[src/rtl/exec_unit_pkg.sv]
// Shared widths, op encoding and FSM state encoding for the execution unit.
package exec_unit_pkg;

    localparam int XLEN_DEF    = 32;
    localparam int ID_W_DEF    = 4;
    localparam int MUL_LAT_DEF = 3;
    localparam int OP_W        = 5;
    localparam int PC_INC      = 4;

    typedef enum logic [OP_W-1:0] {
        OP_ADD    = 5'd0,
        OP_SUB    = 5'd1,
        OP_SLL    = 5'd2,
        OP_SLT    = 5'd3,
        OP_SLTU   = 5'd4,
        OP_XOR    = 5'd5,
        OP_SRL    = 5'd6,
        OP_SRA    = 5'd7,
        OP_OR     = 5'd8,
        OP_AND    = 5'd9,
        OP_BEQ    = 5'd10,
        OP_BNE    = 5'd11,
        OP_BLT    = 5'd12,
        OP_BGE    = 5'd13,
        OP_BLTU   = 5'd14,
        OP_BGEU   = 5'd15,
        OP_JALR   = 5'd16,
        OP_MUL    = 5'd17,
        OP_MULH   = 5'd18,
        OP_MULHSU = 5'd19,
        OP_MULHU  = 5'd20,
        OP_DIV    = 5'd21,
        OP_DIVU   = 5'd22,
        OP_REM    = 5'd23,
        OP_REMU   = 5'd24
    } op_t;

    typedef enum logic [1:0] {
        IDLE = 2'd0,
        MUL  = 2'd1,
        DIV  = 2'd2
    } state_t;

    function automatic logic is_mul(op_t op);
        return op inside {OP_MUL, OP_MULH, OP_MULHSU, OP_MULHU};
    endfunction

    function automatic logic is_div(op_t op);
        return op inside {OP_DIV, OP_DIVU, OP_REM, OP_REMU};
    endfunction

    function automatic logic is_rem(op_t op);
        return op inside {OP_REM, OP_REMU};
    endfunction

endpackage

[src/rtl/exec_div.sv]
// Restoring radix-2 divider: one quotient bit per enabled cycle, XLEN iterations.
module exec_div
    import exec_unit_pkg::*;
#(
    parameter int XLEN = XLEN_DEF
) (
    input  logic            clk,
    input  logic            rst_in,
    input  logic            i_en,
    input  logic            i_kill,
    input  logic            i_start,
    input  logic            i_signed,
    input  logic [XLEN-1:0] i_a,
    input  logic [XLEN-1:0] i_b,
    output logic            o_busy,
    output logic            o_done,
    output logic [XLEN-1:0] o_quot,
    output logic [XLEN-1:0] o_rem
);

    localparam int CW = $clog2(XLEN);

    logic            r_busy;
    logic [CW-1:0]   r_cnt;
    logic [XLEN-1:0] r_q;
    logic [XLEN-1:0] r_d;
    logic [XLEN-1:0] r_a;
    logic [XLEN:0]   r_r;
    logic            r_negq;
    logic            r_negr;
    logic            r_dz;

    logic            w_sa;
    logic            w_sb;
    logic [XLEN+1:0] w_sh;
    logic [XLEN+1:0] w_diff;
    logic            w_ge;
    logic [XLEN:0]   w_nr;
    logic [XLEN-1:0] w_nq;

    assign w_sa   = i_signed & i_a[XLEN-1];
    assign w_sb   = i_signed & i_b[XLEN-1];
    assign w_sh   = {r_r, r_q[XLEN-1]};
    assign w_diff = w_sh - {2'b00, r_d};
    assign w_ge   = !w_diff[XLEN+1];
    assign w_nr   = w_ge ? w_diff[XLEN:0] : w_sh[XLEN:0];
    assign w_nq   = {r_q[XLEN-2:0], w_ge};

    // Done is raised during the last iteration so the caller can register
    // the final (post-iteration) result on the same edge.
    assign o_busy = r_busy;
    assign o_done = r_busy && (r_cnt == CW'(XLEN - 1));
    // Overflow (most-negative / -1) falls out naturally: |a| = 2^(XLEN-1), negated back.
    assign o_quot = r_dz ? '1  : (r_negq ? -w_nq : w_nq);
    assign o_rem  = r_dz ? r_a : (r_negr ? -w_nr[XLEN-1:0] : w_nr[XLEN-1:0]);

    always_ff @(posedge clk) begin
        if (rst_in) begin
            r_busy <= 1'b0;
            r_cnt  <= '0;
            r_q    <= '0;
            r_d    <= '0;
            r_a    <= '0;
            r_r    <= '0;
            r_negq <= 1'b0;
            r_negr <= 1'b0;
            r_dz   <= 1'b0;
        end else if (i_en) begin
            if (i_kill) begin
                r_busy <= 1'b0;
                r_cnt  <= '0;
            end else if (i_start) begin
                r_busy <= 1'b1;
                r_cnt  <= '0;
                r_q    <= w_sa ? -i_a : i_a;
                r_d    <= w_sb ? -i_b : i_b;
                r_a    <= i_a;
                r_r    <= '0;
                r_negq <= w_sa ^ w_sb;
                r_negr <= w_sa;
                r_dz   <= (i_b == '0);
            end else if (r_busy) begin
                r_q <= w_nq;
                r_r <= w_nr;
                if (o_done) begin
                    r_busy <= 1'b0;
                    r_cnt  <= '0;
                end else begin
                    r_cnt <= r_cnt + 1'b1;
                end
            end
        end
    end

endmodule

[src/rtl/exec_unit.sv]
// Integer execution unit: single-cycle ALU/branch/JALR, pipelined multiply,
// iterative divide, one result register on the CDB handshake.
module exec_unit
    import exec_unit_pkg::*;
#(
    parameter int XLEN    = XLEN_DEF,
    parameter int ID_W    = ID_W_DEF,
    parameter int MUL_LAT = MUL_LAT_DEF
) (
    input  logic            clk,
    input  logic            rst_in,
    input  logic            rdy_in,
    input  logic            flush,
    input  logic            in_valid,
    output logic            in_ready,
    input  logic [4:0]      in_op,
    input  logic [XLEN-1:0] in_a,
    input  logic [XLEN-1:0] in_b,
    input  logic [XLEN-1:0] in_pc,
    input  logic [ID_W-1:0] in_tag,
    output logic            out_valid,
    input  logic            out_ready,
    output logic [ID_W-1:0] out_tag,
    output logic [XLEN-1:0] out_val,
    output logic            out_taken,
    output logic [XLEN-1:0] out_target
);

    localparam int SHW = $clog2(XLEN);
    localparam int MP  = (MUL_LAT > 1) ? MUL_LAT - 1 : 1;

    state_t          r_state;
    logic [2:0]      r_cnt;
    logic [ID_W-1:0] r_tag;
    logic            r_is_rem;
    logic [XLEN-1:0] r_mul_pipe [MP];
    logic            r_out_valid;
    logic [ID_W-1:0] r_out_tag;
    logic [XLEN-1:0] r_out_val;
    logic            r_out_taken;
    logic [XLEN-1:0] r_out_target;

    op_t               w_op;
    logic              w_accept;
    logic [XLEN-1:0]   w_sum;
    logic              w_lt;
    logic              w_ltu;
    logic              w_eq;
    logic [SHW-1:0]    w_shamt;
    logic [XLEN-1:0]   w_alu_res;
    logic              w_alu_tk;
    logic [XLEN-1:0]   w_alu_tgt;
    logic              w_ma_sgn;
    logic              w_mb_sgn;
    logic [2*XLEN-1:0] w_ma;
    logic [2*XLEN-1:0] w_mb;
    logic [2*XLEN-1:0] w_prod;
    logic [XLEN-1:0]   w_mul_res;
    logic              w_div_busy;
    logic              w_div_done;
    logic [XLEN-1:0]   w_div_quot;
    logic [XLEN-1:0]   w_div_rem;

    assign w_op     = op_t'(in_op);
    assign in_ready = rdy_in && (r_state == IDLE) && (!r_out_valid || out_ready);
    assign w_accept = in_valid && in_ready && !flush;

    assign w_sum   = in_a + in_b;
    assign w_lt    = $signed(in_a) < $signed(in_b);
    assign w_ltu   = in_a < in_b;
    assign w_eq    = in_a == in_b;
    assign w_shamt = in_b[SHW-1:0];

    always_comb begin
        w_alu_res = w_sum;
        w_alu_tk  = 1'b0;
        w_alu_tgt = '0;
        case (w_op)
            OP_SUB:  w_alu_res = in_a - in_b;
            OP_SLL:  w_alu_res = in_a << w_shamt;
            OP_SLT:  w_alu_res = {{(XLEN-1){1'b0}}, w_lt};
            OP_SLTU: w_alu_res = {{(XLEN-1){1'b0}}, w_ltu};
            OP_XOR:  w_alu_res = in_a ^ in_b;
            OP_SRL:  w_alu_res = in_a >> w_shamt;
            OP_SRA:  w_alu_res = $signed(in_a) >>> w_shamt;
            OP_OR:   w_alu_res = in_a | in_b;
            OP_AND:  w_alu_res = in_a & in_b;
            OP_BEQ:  begin w_alu_res = '0; w_alu_tk = w_eq;  end
            OP_BNE:  begin w_alu_res = '0; w_alu_tk = !w_eq; end
            OP_BLT:  begin w_alu_res = '0; w_alu_tk = w_lt;  end
            OP_BGE:  begin w_alu_res = '0; w_alu_tk = !w_lt; end
            OP_BLTU: begin w_alu_res = '0; w_alu_tk = w_ltu; end
            OP_BGEU: begin w_alu_res = '0; w_alu_tk = !w_ltu; end
            OP_JALR: begin
                w_alu_res = in_pc + XLEN'(PC_INC);
                w_alu_tgt = w_sum & ~XLEN'(1);
                w_alu_tk  = 1'b1;
            end
            default: w_alu_res = w_sum;
        endcase
    end

    // Sign-extend both operands to 2*XLEN so one unsigned multiply covers every signedness mix.
    assign w_ma_sgn  = (w_op == OP_MULH || w_op == OP_MULHSU) && in_a[XLEN-1];
    assign w_mb_sgn  = (w_op == OP_MULH) && in_b[XLEN-1];
    assign w_ma      = {{XLEN{w_ma_sgn}}, in_a};
    assign w_mb      = {{XLEN{w_mb_sgn}}, in_b};
    assign w_prod    = w_ma * w_mb;
    assign w_mul_res = (w_op == OP_MUL) ? w_prod[XLEN-1:0] : w_prod[2*XLEN-1:XLEN];

    exec_div #(.XLEN(XLEN)) u_div (
        .clk      (clk),
        .rst_in   (rst_in),
        .i_en     (rdy_in),
        .i_kill   (flush),
        .i_start  (w_accept && is_div(w_op)),
        .i_signed (w_op == OP_DIV || w_op == OP_REM),
        .i_a      (in_a),
        .i_b      (in_b),
        .o_busy   (w_div_busy),
        .o_done   (w_div_done),
        .o_quot   (w_div_quot),
        .o_rem    (w_div_rem)
    );

    // Free-running delay line; the product issued on cycle 0 sits in stage k after k enabled cycles.
    always_ff @(posedge clk) begin
        if (rdy_in) begin
            r_mul_pipe[0] <= w_mul_res;
            for (int i = 1; i < MP; i++) r_mul_pipe[i] <= r_mul_pipe[i-1];
        end
    end

    always_ff @(posedge clk) begin
        if (rst_in) begin
            r_state      <= IDLE;
            r_cnt        <= '0;
            r_tag        <= '0;
            r_is_rem     <= 1'b0;
            r_out_valid  <= 1'b0;
            r_out_tag    <= '0;
            r_out_val    <= '0;
            r_out_taken  <= 1'b0;
            r_out_target <= '0;
        end else if (rdy_in) begin
            if (flush) begin
                r_out_valid <= 1'b0;
                r_state     <= IDLE;
                r_cnt       <= '0;
            end else begin
                if (r_out_valid && out_ready) r_out_valid <= 1'b0;
                case (r_state)
                    IDLE: if (w_accept) begin
                        r_tag    <= in_tag;
                        r_is_rem <= is_rem(w_op);
                        r_cnt    <= '0;
                        if (is_div(w_op)) begin
                            r_state <= DIV;
                        end else if (is_mul(w_op) && MUL_LAT > 1) begin
                            r_state <= MUL;
                        end else begin
                            r_out_valid  <= 1'b1;
                            r_out_tag    <= in_tag;
                            r_out_val    <= is_mul(w_op) ? w_mul_res : w_alu_res;
                            r_out_taken  <= is_mul(w_op) ? 1'b0 : w_alu_tk;
                            r_out_target <= is_mul(w_op) ? '0 : w_alu_tgt;
                        end
                    end
                    MUL: begin
                        if (r_cnt == 3'(MUL_LAT - 2)) begin
                            r_state      <= IDLE;
                            r_cnt        <= '0;
                            r_out_valid  <= 1'b1;
                            r_out_tag    <= r_tag;
                            r_out_val    <= r_mul_pipe[MP-1];
                            r_out_taken  <= 1'b0;
                            r_out_target <= '0;
                        end else begin
                            r_cnt <= r_cnt + 1'b1;
                        end
                    end
                    DIV: begin
                        if (w_div_done) begin
                            r_state      <= IDLE;
                            r_out_valid  <= 1'b1;
                            r_out_tag    <= r_tag;
                            r_out_val    <= r_is_rem ? w_div_rem : w_div_quot;
                            r_out_taken  <= 1'b0;
                            r_out_target <= '0;
                        end else if (!w_div_busy) begin
                            r_state <= IDLE;
                        end
                    end
                    default: r_state <= IDLE;
                endcase
            end
        end
    end

    assign out_valid  = r_out_valid;
    assign out_tag    = r_out_tag;
    assign out_val    = r_out_val;
    assign out_taken  = r_out_taken;
    assign out_target = r_out_target;

endmodule

[config.mk]
export PLATFORM = sky130hd
export DESIGN_NAME = exec_unit
export DESIGN_NICKNAME = d
export VERILOG_FILES = /design/src/rtl/exec_unit_pkg.sv /design/src/rtl/exec_div.sv /design/src/rtl/exec_unit.sv
export SDC_FILE = /design/constraint.sdc
export NUM_CORES = 2
export LEC_CHECK = 0
export CAP_MARGIN = 40
export CELL_PAD_IN_SITES_DETAIL_PLACEMENT = 0
export CELL_PAD_IN_SITES_GLOBAL_PLACEMENT = 1
export CORE_ASPECT_RATIO = 1.4
export CORE_MARGIN = 4
export CORE_UTILIZATION = 50
export CTS_CLUSTER_SIZE = 40
export DETAILED_ROUTE_END_ITERATION = 8
export PLACE_DENSITY = 0.82
export SKIP_CTS_REPAIR_TIMING = 1
export SYNTH_ARGS = -nofsm -noshare
export SYNTH_HDL_FRONTEND = slang
export SYNTH_SLANG_ARGS = --single-unit
[constraint.sdc]
create_clock -name clk -period 15.15 [get_ports clk]
set_input_delay 3.03 -clock clk [delete_from_list [all_inputs] [get_ports clk]]
set_output_delay 3.03 -clock clk [all_outputs]
set_load 0.05 [all_outputs]
==> flow_metrics.tcl <==
set metrics [dict create \
    status "finished with violations" \
    violations "design-rule violations" \
    grt_pass1_vias 58685 \
    clock.fmax_mhz 76.8 \
    regArea_mm2 0.00627 \
    die_h_um 427 \
    path_buf_inv 10 \
    path_delay_family "adder cells" \
    cp-endpoint "r_mul_pipe[0][29]" \
    worstSetupPathType "in2reg" \
    slowest_delay_ns 0.91 \
    max-slew-margin-rel 0.330 \
    port_buffers 180 \
    syn_area_mm2 0.0627 \
    ff2ff_setup_slack_ns 8.88 \
    synth-simple-area-share 0.155 \
    synth-xor-area-share 0.0377 \
    netlist_instances 7551 \
    ys_seq_elements 281 \
    nets 9087 \
    clock_path_buffers 3 \
    cp.depth 30 \
    cpMostUsedCell "fa_1" \
    multi_input_area_mm2 0.0497 \
    muxShareOfSynthArea 0.0310 \
    drt-initial-drc-count 6392 \
    synth_area_per_cell_um2 8.30 \
    ioPinCount 182 \
    hpwl_mm 218 \
    mappedNetlistNets 9142 \
    synth_edf_count 64 \
    grt_max_degree 86 \
    gr-total-overflow 0 \
    crit_fanout 22 \
    initial_core_util 0.504 \
    track_usage 0.432 \
    fin_crit_ns 13.03 \
    yosys_warnings 0 \
    r2r_start "u_div.r_d[1]" \
    slew_viol_final 0 \
    antenna_left 0 \
    dieArea_mm2 0.131 \
    clock_sinks 281 \
    r2r_cells 22 \
    vias 57395 \
    drc 2 \
    grt_setup_unrepaired "false" \
    worst_path_max_delay_cell "clkdlybuf4s50_1" \
    cp.required_ns 15.50 \
    async_reset_ff_frac 0 \
    setup_viol 0 \
    fin_worst_skew_ns 0.0585 \
    clk_pin_slew_worst_paths_ns 0.06 \
    finalWeightedCongestion 1.03 \
    wl_per_cell_um 30.7 \
    synthAdderAreaFrac 0.431 \
    final_cell_mix "1286 x inv_1, 1128 x fa_1, 1125 x nand2_1" \
    tns_ns 0 \
    vias_per_cell 6.27 \
    ys_types 100 \
    worstSkewPairLatency_ns 0.65 \
    layout-drive-gt1-share 0.0588 \
    htreeDepth 2 \
    cts_tree "yes" \
    drtPass1Iterations 9 \
    worstSetupStartpoint "in_op[4]" \
    die_w_um 307 \
    final-hold-violation-count 0 \
    antenna_found_initial 15 \
    cp-end-kind "register" \
    drt_wl_total_mm 281 \
    numCtsBuffers 36 \
    critical_path_arrival_ns 13.38 \
    area.growth.synth_to_final_pct 7.51 \
    synth_compound_area_frac 0.138 \
    min_period_over_period 0.860 \
    tightest_slew_ns 1.01 \
    core-area_mm2 0.124 \
    ys.flop_type "dfxtp_1" \
    hold_class "reg2reg" \
    r2r-end "out_val[20]" \
    startpoint_type "input port" \
    synth_top_family_by_area "adder cells" \
    fill_cells 12027 \
    grt_pass1_wl_mm 409 \
    drv_cap 0 \
    final_common_cell "inv_1" \
    synth-seq-area-share 0.100 \
    cts-root-buf "clkbuf_16" \
    num_rows 153 \
]
[metrics by stage]
step                      hold WS (ns)   util  worst slack (ns)  instance area (um2)  std cells
final                            0.419  0.541              2.12                67400       9158
after floorplan                  0.400      -              2.90                62700       7551
after global routing             0.432  0.541              1.59                67400       9153
after CTS                        0.419  0.540              2.19                67300       9146
after detailed placement         0.405  0.532              1.60                66100       9081
after global placement           0.404  0.529              1.72                65800       9058
[state kept, by name, summed over array words and instances (netlist names)]
name,cells
r_mul_pipe,64
u_div.r_d,32
r_cnt,3
out_tag,4
u_div.r_negq,1
out_taken,1
out_valid,1
u_div.r_r,33
r_tag,4
u_div.r_dz,1
r_is_rem,1
out_target,31
u_div.r_q,32
out_val,32
u_div.r_cnt,5
u_div.o_busy,1
u_div.r_negr,1
u_div.r_a,32
r_state,2
[cells in the mapped netlist, types with 48 or more instances]
master       n  area share
inv_1     1286       0.077
fa_1      1128        0.36
nand2_1   1126       0.067
nor2_1     720       0.043
clkbuf_1   359       0.022
a21oi_1    354       0.028
ha_1       352       0.070
o21ai_0    234       0.019
dfxtp_1    217       0.069
xnor2_1    176       0.025
a211oi_1   104       0.012
xor2_1      94       0.013
buf_1       89      0.0053
a22oi_1     76      0.0091
nand3_1     76      0.0061
a21o_1      74      0.0089
nor3_1      72      0.0058
edfxtp_1    64       0.031
mux2i_1     61      0.0097
o211ai_1    53      0.0064
mux4_2      52       0.019
a31oi_1     48      0.0048
[per-layer routing]
metal,GRT usage,part of all wire,wire length [um],up-vias
met2,0.666,0.44,124000,3658
met4,0.336,0.10,28100,8
met1,0.515,0.35,99000,28681
li1,-,-,-,24032
met5,0,0.00021,60,-
met3,0.116,0.11,30300,1016
[cell families (layout without fill, tap and decap cells)]
group           after synthesis  after routing
fa+ha+maj                  1480           1480
compound gates             1301           1301
xor+xnor                    270            270
other cells                   1              9
mux                         127            127
buf+inv                    1793           1765
flops                       281            281
simple gates               2298           2298
[worst min path at each step]
stage	start	cells after the start	end	slack (ns)
final	r_mul_pipe[0][5]	0	r_mul_pipe[0][37]	0.42
after global routing	r_mul_pipe[0][2]	0	r_mul_pipe[0][34]	0.43
after CTS	r_mul_pipe[0][5]	0	r_mul_pipe[0][37]	0.42
after detailed placement	r_mul_pipe[0][5]	0	r_mul_pipe[0][37]	0.40
after global placement	r_mul_pipe[0][11]	0	r_mul_pipe[0][43]	0.40
after floorplan	r_mul_pipe[0][0]	0	r_mul_pipe[0][32]	0.40
[cell type report]
| class | instances | area share |
|---|---|---|
| multi-input cells | 5477 | 0.738 |
| clock inverters | 16 | 0.00214 |
| clock buffers | 49 | 0.0144 |
| diodes | 8 | 0.000297 |
| well taps | 1627 | 0.0302 |
| inverters | 1323 | 0.0738 |
| repair buffers | 377 | 0.0486 |
| flip-flops and latches | 281 | 0.0930 |
Power is left out: the tool's default activity adds up to more than one toggle a clock period on the data nets, which glitch-free logic cannot reach.
